## config.mk

```make
export PLATFORM = sky130hd
export DESIGN_NAME = quad_decoder
export DESIGN_NICKNAME = d
export VERILOG_FILES = /design/src/rtl/quad_decoder.sv
export SDC_FILE = /design/constraint.sdc
export NUM_CORES = 1
export LEC_CHECK = 0
export ABC_AREA = 1
export CORE_UTILIZATION = 50
export DETAILED_ROUTE_END_ITERATION = 7
export PLACE_DENSITY = 0.71
export SETUP_SLACK_MARGIN = 0.1
export SYNTH_ARGS = -nofsm -noshare
export SYNTH_HDL_FRONTEND = slang
export SYNTH_SLANG_ARGS = --single-unit
export TNS_END_PERCENT = 1
```

## constraint.sdc

```tcl
create_clock -name Clock -period 1.35 [get_ports Clock]
set_clock_uncertainty 0.1 [all_clocks]
set_input_delay 0.27 -clock Clock [delete_from_list [all_inputs] [get_ports Clock]]
set_output_delay 0.27 -clock Clock [all_outputs]
set_load 0.01 [all_outputs]
```

## src/rtl/quad_decoder.sv

```systemverilog
// Quadrature encoder front end: synchronises and glitch-filters A/B/Idx, decodes 4x steps
// into registered Cnt_En/UpDown/Sclr strobes for count_16, and flags illegal AB jumps.
module quad_decoder #(
   parameter int unsigned FILTER_LEN = 3,
   parameter bit          DIR_INV    = 1'b0
) (
   input  logic Clock,
   input  logic Aclr,
   input  logic A,
   input  logic B,
   input  logic Idx,
   input  logic Idx_En,
   input  logic Err_Clr,
   output logic Cnt_En,
   output logic UpDown,
   output logic Sclr,
   output logic Err
);

   localparam logic [3:0] LP_FLEN = 4'(FILTER_LEN);

   // Channel bit order throughout: [2] = A, [1] = B, [0] = Idx
   logic [2:0]      w_raw;
   logic [2:0]      r_sync1;
   logic [2:0]      r_sync2;
   logic [2:0]      r_filt;
   logic [2:0]      w_filt_d;
   logic [2:0][3:0] r_cnt;
   logic [2:0][3:0] w_cnt_d;

   logic [1:0] w_ab;
   logic [1:0] r_prev_ab;
   logic       r_prev_idx;

   logic w_step;
   logic w_up;
   logic w_illegal;
   logic w_idx_rise;

   logic r_cnt_en;
   logic r_updown;
   logic r_sclr;
   logic r_err;

   assign w_raw = {A, B, Idx};
   assign w_ab  = r_filt[2:1];

   // A channel only moves after FILTER_LEN consecutive disagreeing samples
   always_comb begin
      w_filt_d = r_filt;
      w_cnt_d  = '0;
      for (int i = 0; i < 3; i++) begin
         if (r_sync2[i] != r_filt[i]) begin
            if (r_cnt[i] + 4'd1 >= LP_FLEN) begin
               w_filt_d[i] = r_sync2[i];
            end else begin
               w_cnt_d[i] = r_cnt[i] + 4'd1;
            end
         end
      end
   end

   // Up order of {A,B} is 00 -> 10 -> 11 -> 01 -> 00
   always_comb begin
      w_step    = 1'b0;
      w_up      = 1'b0;
      w_illegal = 1'b0;
      case ({r_prev_ab, w_ab})
         4'b00_10, 4'b10_11, 4'b11_01, 4'b01_00: begin
            w_step = 1'b1;
            w_up   = 1'b1;
         end
         4'b10_00, 4'b11_10, 4'b01_11, 4'b00_01: begin
            w_step = 1'b1;
            w_up   = 1'b0;
         end
         4'b00_11, 4'b11_00, 4'b10_01, 4'b01_10: begin
            w_illegal = 1'b1;
         end
         default: begin
            w_step    = 1'b0;
            w_illegal = 1'b0;
         end
      endcase
   end

   assign w_idx_rise = r_filt[0] & ~r_prev_idx & Idx_En;

   always_ff @(posedge Clock or posedge Aclr) begin
      if (Aclr) begin
         r_sync1    <= '0;
         r_sync2    <= '0;
         r_filt     <= '0;
         r_cnt      <= '0;
         r_prev_ab  <= 2'b00;
         r_prev_idx <= 1'b0;
         r_cnt_en   <= 1'b0;
         r_updown   <= 1'b1;
         r_sclr     <= 1'b0;
         r_err      <= 1'b0;
      end else begin
         r_sync1    <= w_raw;
         r_sync2    <= r_sync1;
         r_filt     <= w_filt_d;
         r_cnt      <= w_cnt_d;
         r_prev_ab  <= w_ab;
         r_prev_idx <= r_filt[0];
         r_cnt_en   <= w_step;
         if (w_step) begin
            r_updown <= w_up ^ DIR_INV;
         end
         r_sclr     <= w_idx_rise;
         // Set has priority over a coincident clear
         r_err      <= w_illegal | (r_err & ~Err_Clr);
      end
   end

   assign Cnt_En = r_cnt_en;
   assign UpDown = r_updown;
   assign Sclr   = r_sclr;
   assign Err    = r_err;

endmodule

```

==> run_results.csv <==
group,metric,value,unit
synthesis,avgSynthCellArea,9.18,µm²
critical_path,crit_chain,"buf_6",
timing,rsz0062_at_grt,"yes",
power_and_ir_drop,p_per_area,1070,nW/µm²
floorplan,start_util,0.542,
finish,final_area,1450,µm²
synthesis,async_reset_ff_frac,1.00,
detailed_routing,via_count,877,
synthesis,yosysWarnings,0,
floorplan,die_w,51.4,µm
critical_path,ff2ff_setup_slack,0.06,ns
run_status,violations,"negative setup slack",
detailed_routing,drtPass1Iterations,4,
timing,tns,-0.0113,ns
grt,overflow,0,
critical_path,timing.rr.end,"r_filt[2]",
cts,cts_tree,"done",
detailed_routing,totalWireLength,1.89,mm
synthesis,synth_area,1220,µm²
timing,fmax,735,MHz
critical_path,cp-start-kind,"flop",
critical_path,r2r-start,"r_cnt[9]",
critical_path,crit_type,"flop to output port",
grt,antenna_found_initial,0,
min_path,hold_path_class,"input pin to async pin",
finish,drive_gt1_frac,0.229,
floorplan,die_area,2640,µm²
place,hpwl,1.35,mm
timing,fin_ws,-0.0113,ns
finish,fillCellCount,216,
synthesis,netlist_top_cells_area,"dfrtp_1, nand2_1, ha_1",
place,io_buffers,10,
power_and_ir_drop,peakVddDrop,0.000798,V
cts,clockBufferDepth,2,
synthesis,synth_edf_count,0,
floorplan,core,2250,µm²
synthesis,yosysSeqAreaShare,0.575,
detailed_routing,wl_per_cell,10.5,µm
finish,diodes,0,
detailed_routing,drt_iter0_drc,5,
critical_path,crit_slowest_cell,"dfstp_2",
synthesis,syn-instance-count,133,
critical_path,cp.arrival,0.99,ns
run_status,status,"complete, but fails checks",
cts,htree_levels,1,
place,dpl-instance-area,1380,µm²
synthesis,post-synth-top-count-cell,"nand2_1",
grt,grt_use_total,0.180,
floorplan,fp.dieH,51.4,µm
synthesis,yosysTopAreaCell,"dfrtp_1",
timing,drv_slew,0,
critical_path,startpoint,"UpDown",
critical_path,crit_path_end_kind,"output port",
finish,layout.nets,167,
synthesis,yosysTopAreaCellShare,0.553,
synthesis,ys_ff_latch,28,
timing,fin_crit_sh,1.01,
grt,grt_pass1_wl,3.37,mm
critical_path,worstPathRequired,0.98,ns
cts,cts.sinks,28,
synthesis,synthTopCellsByCount,"nand2_1, dfrtp_1, inv_1",
power_and_ir_drop,power.leakage,0.742,nW
cts,cts_root_buf,"clkbuf_4",
synthesis,ys.flop_type,"dfrtp_1",
grt,grt_pass1_vias,926,
run,max_cap_violations,0,
critical_path,crit_end,"UpDown",
critical_path,cp_top_family,"flip-flops",
timing,period_needed,1.36,ns
critical_path,max_stage_delay,0.56,ns
detailed_routing,via_per_inst,4.85,
finish,fin_cells,181,
detailed_routing,ant_nets,0,
critical_path,path_buf_inv,1,
timing,setup_viol,1,
critical_path,cp_max_fo,2,
place,place_congestion,0.765,
finish,area_growth_syn_to_layout,18.6,%
timing,hold_viol,0,
critical_path,crit_cells,1,
floorplan,pin_count,11,
synthesis,ys_types,17,
floorplan,placementRows,17,
place,dp_cells,175,
detailed_routing,drc_errors,0,
critical_path,r2r_cells,7,
cts,worstSkewPairLatency,0.33,ns
cts,cts_buffers,3,
cts,cts.hold.buffers_added,0,
grt,grt_max_degree,29,
timing,fin_worst_hold_slack,0.145,ns
cts,path_clk_slew,0.14,ns
==> cells by family after synthesis <==
kind of cell / synth area share
simple gates: 0.249
flops: 0.575
fa+ha+maj: 0.0615
compound gates: 0.00615
other cells: 0.00307
xor+xnor: 0.0287
buf+inv: 0.0768
==> where the power goes <==
part	switching [mW]	total, mW	internal (mW)
logic	0.120	0.229	0.109
registers	0.0542	0.960	0.906
clock network	0.242	0.358	0.116
total	0.416	1.55	1.13
==> registers in the layout (all words and copies together), names as in the netlist <==
register / cells
r_sync1: 3
Cnt_En: 1
Sclr: 1
r_cnt: 12
UpDown: 1
r_prev_idx: 1
r_prev_ab: 2
r_filt: 3
r_sync2: 3
Err: 1
==> metal layers <==
layer | vias up | GRT usage | wire length [µm]
met1 | 410 | 0.164 | 745
met2 | 20 | 0.348 | 1020
met5 | - | 0 | 0
met3 | 5 | 0.0357 | 72
li1 | 442 | - | -
met4 | 0 | 0.122 | 58
==> worst reg2reg max path, delay by kind of cell (launching register included) <==
kind,cells,cell delay (ns)
fa+ha+maj,1,0.21
buf+inv,1,0.06
flops,1,0.45
simple gates,5,0.39
==> how the worst min path moves through the flow <==
| stage | startpoint | end | slack, ns |
|---|---|---|---|
| floorplan | Idx | r_sync1[0] | 0.20 |
| global placement | r_sync1[2] | r_sync2[2] | 0.23 |
| detailed placement | r_sync1[0] | r_sync2[0] | 0.24 |
| CTS | Aclr | r_sync1[0] | 0.16 |
| global route | Aclr | r_sync1[1] | 0.17 |
| finish | Aclr | Cnt_En | 0.15 |
==> cell type report <==
type                       count  area, µm²  share of cell area
timing repair buffer          13        121              0.0838
tap                           28       35.0              0.0242
inverter                      20       75.1              0.0518
clock buffer                   4       26.3              0.0181
sequential                    28        702               0.484
multi-input combinational     88        489               0.338
==> per-stage QoR <==
| stage | util | power, mW | setup slack [ns] |
|---|---|---|---|
| after CTS | 0.637 | 1.56 | -0.0156 |
| final | 0.643 | 1.55 | -0.0113 |
| after detailed placement | 0.610 | 1.20 | -0.0521 |
| after global placement | 0.610 | 1.18 | -0.0480 |
| after global routing | 0.643 | 1.63 | -0.0353 |
| after floorplan | - | 1.11 | 0.152 |
==> what timing repair did <==
item / in CTS / in global routing
setup buffers: 1 / 1
resized for setup: 32 / 2
pin swaps: 18 / 9
endpoints found under the setup margin: 13 / 13
==> cell usage in the layout, fill, tap and decap left out, drive strengths merged <==
| master | instances |
|---|---|
| nand2 | 39 |
| xor2 | 3 |
| nand3 | 12 |
| inv | 20 |
| clkdlybuf4s50 | 6 |
| dfstp | 1 |
| o21a | 1 |
| xnor2 | 1 |
| dfrtp | 27 |
| clkbuf | 4 |
| nand4 | 5 |
| buf | 7 |
| nor2 | 15 |
| ha | 6 |
| conb | 6 |
Power figures use the tool's default switching activity.
